===== src/rtl/muldiv_unit.sv =====
// muldiv_unit: multi-cycle multiply/divide sequencer owning the HI/LO registers.
// One shared 32-iteration shift datapath serves both the shift-add multiply and
// the restoring divide. Signed operations are done on magnitudes, and the signs
// are fixed up in the final FIX cycle.
//
// Ports:
//   clk      core clock
//   resetn   asynchronous active-low reset
//   valid_i  execute-stage op writes HI/LO this cycle
//   op_i     000 MULT, 001 MULTU, 010 DIV, 011 DIVU, 100 MTHI, 101 MTLO
//   a_i      rs operand
//   b_i      rt operand
//   rd_i     execute-stage op reads HI/LO (MFHI/MFLO)
//   flush_i  abort any in-flight operation, drop pending MTHI/MTLO
//   hi_o     committed HI (registered)
//   lo_o     committed LO (registered)
//   busy_o   operation in flight
//   stall_o  hold the execute-stage instruction while busy
module muldiv_unit #(
  parameter int unsigned ITER = 32
) (
  input  logic        clk,
  input  logic        resetn,
  input  logic        valid_i,
  input  logic [2:0]  op_i,
  input  logic [31:0] a_i,
  input  logic [31:0] b_i,
  input  logic        rd_i,
  input  logic        flush_i,
  output logic [31:0] hi_o,
  output logic [31:0] lo_o,
  output logic        busy_o,
  output logic        stall_o
);

  localparam int unsigned CntW = $clog2(ITER);

  localparam logic [2:0] OpMthi = 3'b100;
  localparam logic [2:0] OpMtlo = 3'b101;

  typedef enum logic [1:0] {StIdle, StCalc, StFix} state_e;

  state_e            state_q;
  logic [CntW-1:0]   cnt_q;
  logic              is_div_q;
  logic              neg_res_q;  // negate product / quotient
  logic              neg_rem_q;  // negate remainder
  logic [31:0]       mag_b_q;
  logic [31:0]       acc_hi_q;   // P_hi for multiply, R for divide
  logic [31:0]       acc_lo_q;   // P_lo for multiply, Q for divide
  logic [31:0]       hi_q;
  logic [31:0]       lo_q;

  logic        sign_a;
  logic        sign_b;
  logic [31:0] abs_a;
  logic [31:0] abs_b;
  logic        accept;
  logic [32:0] mul_sum;
  logic [32:0] div_rem;
  logic        div_ge;
  logic [31:0] div_diff;
  logic [63:0] prod_fix;
  logic [31:0] quot_fix;
  logic [31:0] rem_fix;

  always_comb begin
    // op_i[0] clear selects the signed flavour of MULT/DIV
    sign_a = ~op_i[0] & a_i[31];
    sign_b = ~op_i[0] & b_i[31];
    abs_a  = sign_a ? -a_i : a_i;
    abs_b  = sign_b ? -b_i : b_i;
    // Divide by zero is never started and leaves HI/LO untouched
    accept = valid_i & ~flush_i & ~op_i[2] & (~op_i[1] | (b_i != 32'd0));

    mul_sum  = {1'b0, acc_hi_q} + (acc_lo_q[0] ? {1'b0, mag_b_q} : 33'd0);

    div_rem  = {acc_hi_q, acc_lo_q[31]};
    div_ge   = (div_rem >= {1'b0, mag_b_q});
    // Only used when div_rem >= mag_b_q, so the 32-bit difference is exact
    div_diff = div_rem[31:0] - mag_b_q;

    prod_fix = neg_res_q ? -{acc_hi_q, acc_lo_q} : {acc_hi_q, acc_lo_q};
    quot_fix = neg_res_q ? -acc_lo_q : acc_lo_q;
    rem_fix  = neg_rem_q ? -acc_hi_q : acc_hi_q;
  end

  always_ff @(posedge clk or negedge resetn) begin
    if (!resetn) begin
      state_q   <= StIdle;
      cnt_q     <= '0;
      is_div_q  <= 1'b0;
      neg_res_q <= 1'b0;
      neg_rem_q <= 1'b0;
      mag_b_q   <= '0;
      acc_hi_q  <= '0;
      acc_lo_q  <= '0;
      hi_q      <= '0;
      lo_q      <= '0;
    end else if (flush_i) begin
      state_q <= StIdle;
      cnt_q   <= '0;
    end else begin
      case (state_q)
        StIdle: begin
          if (valid_i && op_i == OpMthi) hi_q <= a_i;
          if (valid_i && op_i == OpMtlo) lo_q <= a_i;
          if (accept) begin
            is_div_q  <= op_i[1];
            neg_res_q <= sign_a ^ sign_b;
            neg_rem_q <= sign_a;
            mag_b_q   <= abs_b;
            acc_hi_q  <= '0;
            acc_lo_q  <= abs_a;
            cnt_q     <= '0;
            state_q   <= StCalc;
          end
        end
        StCalc: begin
          if (is_div_q) begin
            acc_hi_q <= div_ge ? div_diff : div_rem[31:0];
            acc_lo_q <= {acc_lo_q[30:0], div_ge};
          end else begin
            acc_hi_q <= mul_sum[32:1];
            acc_lo_q <= {mul_sum[0], acc_lo_q[31:1]};
          end
          cnt_q <= cnt_q + CntW'(1);
          if (cnt_q == CntW'(ITER - 1)) state_q <= StFix;
        end
        StFix: begin
          if (is_div_q) begin
            hi_q <= rem_fix;
            lo_q <= quot_fix;
          end else begin
            hi_q <= prod_fix[63:32];
            lo_q <= prod_fix[31:0];
          end
          state_q <= StIdle;
        end
        default: state_q <= StIdle;
      endcase
    end
  end

  assign hi_o    = hi_q;
  assign lo_o    = lo_q;
  assign busy_o  = (state_q != StIdle);
  assign stall_o = busy_o & (valid_i | rd_i);

endmodule


===== config.mk =====
export PLATFORM = sky130hd
export DESIGN_NAME = muldiv_unit
export DESIGN_NICKNAME = d
export VERILOG_FILES = /design/src/rtl/muldiv_unit.sv
export SDC_FILE = /design/constraint.sdc
export NUM_CORES = 1
export LEC_CHECK = 0
export BUFFER_PORTS_ARGS = -buffer_cell sky130_fd_sc_hd__clkbuf_2
export CAP_MARGIN = 5
export CORE_MARGIN = 3
export CORE_UTILIZATION = 50
export CTS_CLUSTER_SIZE = 25
export DETAILED_ROUTE_END_ITERATION = 8
export PLACE_DENSITY = 0.69
export SLEW_MARGIN = 20
export SYNTH_ARGS = -nofsm -noshare
export SYNTH_HDL_FRONTEND = slang
export SYNTH_SLANG_ARGS = --single-unit

===== constraint.sdc =====
create_clock -name clk -period 4.75 [get_ports clk]
set_input_delay 0.475 -clock clk [delete_from_list [all_inputs] [get_ports clk]]
set_output_delay 0.475 -clock clk [all_outputs]
set_load 0.02 [all_outputs]

==> results_dict.tcl <==
set metrics [dict create \
    status "completed" \
    synth_top_area_share_pct 29.2 \
    ant_nets 0 \
    ys_top_cells_by_area "dfrtp_1 (29%), o21ai_0 (6.7%), nand2_1 (6.3%), xnor2_1 (6.3%), ha_1 (6.0%)" \
    synth-edff-count 0 \
    rsz0062_at_grt "no" \
    drt_iter0_drc 1425 \
    wl_per_cell_um 21.2 \
    ys_warn_count 0 \
    synth-simple-area-share_pct 20.4 \
    cts-root-buf "clkbuf_16" \
    yosys.area_share.xor_xnor_pct 10.3 \
    drive_gt1_share_pct 11.8 \
    synthMuxAreaShare_pct 4.13 \
    grt_pass1_vias 13900 \
    r2r-end "acc_hi_q[0]" \
    io_pins 138 \
    leakagePower_nw 7.39 \
    overflow 0 \
    async_reset_ff_share_pct 100 \
    post-cts-setup-buffer-count 0 \
    antenna_found_initial 0 \
    syn_area_per_cell_um2 7.70 \
    synth_top_area_cell "dfrtp_1" \
    relSlewSlack_pct 29.9 \
    skew_ps 15.6 \
    die_w_um 177 \
    tightest_slew_ps 1050 \
    cp_common_cell "nand4_1" \
    start_kind "flop" \
    nets 2111 \
    synth_top_family_by_area "compound AO/OA/AOI/OAI gates" \
    grt_first_pass_wirelength_um 78600 \
    numCtsBuffers 17 \
    num_antenna_cells 0 \
    ir_worst_vdd_v 0.000285 \
    synth.net_count 2038 \
    critPathCaptureType "flop" \
    powerDensity_nw_per_um2 481 \
    finalCriticalPeriod_ps 3960 \
    synthAdderAreaFrac_pct 6.28 \
    crit_type "reg2reg" \
    route.vias.total 14700 \
    reg2reg_depth 10 \
    synthesis.area_um2 14600 \
    gp_congestion 1.02 \
    cap_violations 0 \
    clk_latency_ps 450 \
    drc 0 \
    hpwl_um 38400 \
    power_mw 7.83 \
    slowest_delay_ps 560 \
    synth-compound-area-share_pct 24.8 \
    r2r_slack_ps 790 \
    numPortBuffers 137 \
    clock-sinks 170 \
    wirelength_um 49900 \
    die_h_um 177 \
    syn_inst 1894 \
    yosysSeqAreaShare_pct 29.2 \
    ctsHtreeMaxLevel 4 \
    area_delta_synth_final_pct 11.5 \
    fillers 2683 \
    cts.clk_slew.worst_paths_ps 80 \
    dp_slack_ps 867 \
    final_core_util_pct 57.6 \
    cts_resized 0 \
    worstPathArrival_ps 4300 \
    vias_per_cell 6.21 \
    r2r-start "acc_hi_q[3]" \
    grtUsageTotal_pct 31.8 \
    setup_viol 0 \
    maxSlewViolCount 0 \
    ys_ff_latch 170 \
    setup_ws_ps 788 \
    yosysUniqueCellTypes 70 \
    die_area_um2 31300 \
    cts_hold_buf 0 \
    clk_path_buf_depth 2 \
    synth-main-ff-cell "dfrtp_1" \
    drt_first_pass_iters 5 \
    fp.coreArea_um2 28200 \
    cts_tree "built" \
    setup_tns_ps 0 \
    grt_max_degree 84 \
    fp-row-count 61 \
    path_max_fanout 20 \
    min_period_over_period_pct 83.4 \
    slowest_stage "nor2_4" \
    max_freq_mhz 252 \
    crit_chain "ha_1 > nand4_1 > nor4_1 > nand4_1 > o21ai_0 > a41oi_1 > nor2_4 > buf_4 > mux2_2 > o221ai_1" \
    crit_family "simple AND/OR/NAND/NOR gates" \
    final_hold_viol_count 0 \
    crit_required_ps 5080 \
    min_path_type "in2async" \
    cp_num_buf_inv 1 \
    start_util_pct 51.7 \
]
==> cells by family (layout without fill, tap and decap cells) <==
group	after synthesis	in the layout
DFF	170	170
xor gates and xnor gates	172	172
muxes	60	60
adders and majority gates	72	72
and+or+nand+nor	653	653
buffers and inverters	183	269
AOI/OAI and AO/OA	584	584
==> how the worst max path moves through the flow <==
stage                     depth (start not counted)      endpoint   startpoint  slack (ps)
after global routing                             10   acc_hi_q[0]  acc_hi_q[2]         590
after global placement                           11      hi_o[12]  acc_lo_q[0]         870
after floorplan                                  13  acc_hi_q[30]  acc_lo_q[0]        1590
after detailed placement                         10   acc_hi_q[0]  acc_hi_q[2]         870
after CTS                                        10   acc_hi_q[0]  acc_hi_q[2]         820
final                                            10   acc_hi_q[0]  acc_hi_q[3]         790
==> synthesized netlist by cell type (14+ instances only) <==
cell and n:
nand3_1 22, o21ai_0 196, nand2b_1 14, mux2i_1 58, a22oi_1 25, nor2_1 197, o31ai_1 58, nand2_1 246
a21oi_1 128, nor4_1 17, nand4_1 22, inv_1 71, nor3_1 37, xnor2_1 105, ha_1 70, clkbuf_1 88
o211ai_1 17, or3_1 18, xor2_1 67, dfrtp_1 170, or4_1 16, a21o_1 32
==> layout make-up <==
class / count / area (µm²) / area share [%]
Clock inverter: 15 / 225 / 1.38
Timing Repair Buffer: 166 / 935 / 5.74
Inverter: 71 / 267 / 1.64
Sequential cell: 170 / 4260 / 26.1
Tap cell: 378 / 473 / 2.91
Multi-Input combinational cell: 1541 / 9690 / 59.6
Clock buffer: 17 / 425 / 2.61
==> state kept, by name, summed over array words and instances, names as in the netlist <==
signal,cells
neg_res_q,1
acc_hi_q,32
neg_rem_q,1
is_div_q,1
lo_o,32
hi_o,32
state_q,2
mag_b_q,32
cnt_q,5
acc_lo_q,32
==> placed cells by master (no fill, tap or decap), types with 27 or more instances in the layout <==
master / n
buf_4: 27
clkbuf_2: 136
xor2_1: 67
a21o_1: 32
o21ai_0: 196
ha_1: 70
a21oi_1: 128
o31ai_1: 58
dfrtp_1: 169
nor3_1: 37
inv_1: 71
nand2_1: 246
xnor2_1: 105
mux2i_1: 58
nor2_1: 195
==> where the power goes <==
part	leakage, nW	switching, mW	internal (mW)
combinational	4.91	2.54	1.55
sequential	2.17	0.418	1.75
clock	0.311	0.761	0.819
total	7.39	3.72	4.12
==> metrics by stage <==
stage               area, µm²  hold slack [ps]  instances
floorplan               14600              179       1894
CTS                     16200             99.2       2357
global route            16300              135       2358
detailed placement      15600              466       2325
finish                  16300             57.9       2358
global placement        15600              460       2325
==> per-layer routing <==
layer  vias up  share of wire (%)  global-route usage [%]
met4         0                5.5                    15.5
met1      6894                 42                    42.4
met3       134                7.6                    4.35
met2       712                 45                    51.0
met5         -                  0                       0
li1       6914                  -                       -
==> worst reg2reg max path, stage by stage, from the launching register on <==
cell and delay, ps:
dfrtp_1 510, ha_1 430, nand4_1 200, nor4_1 500, nand4_1 260, o21ai_0 380, a41oi_1 170, nor2_4 570
buf_4 320, mux2_2 350, o221ai_1 160
Power figures use the tool's default switching activity.
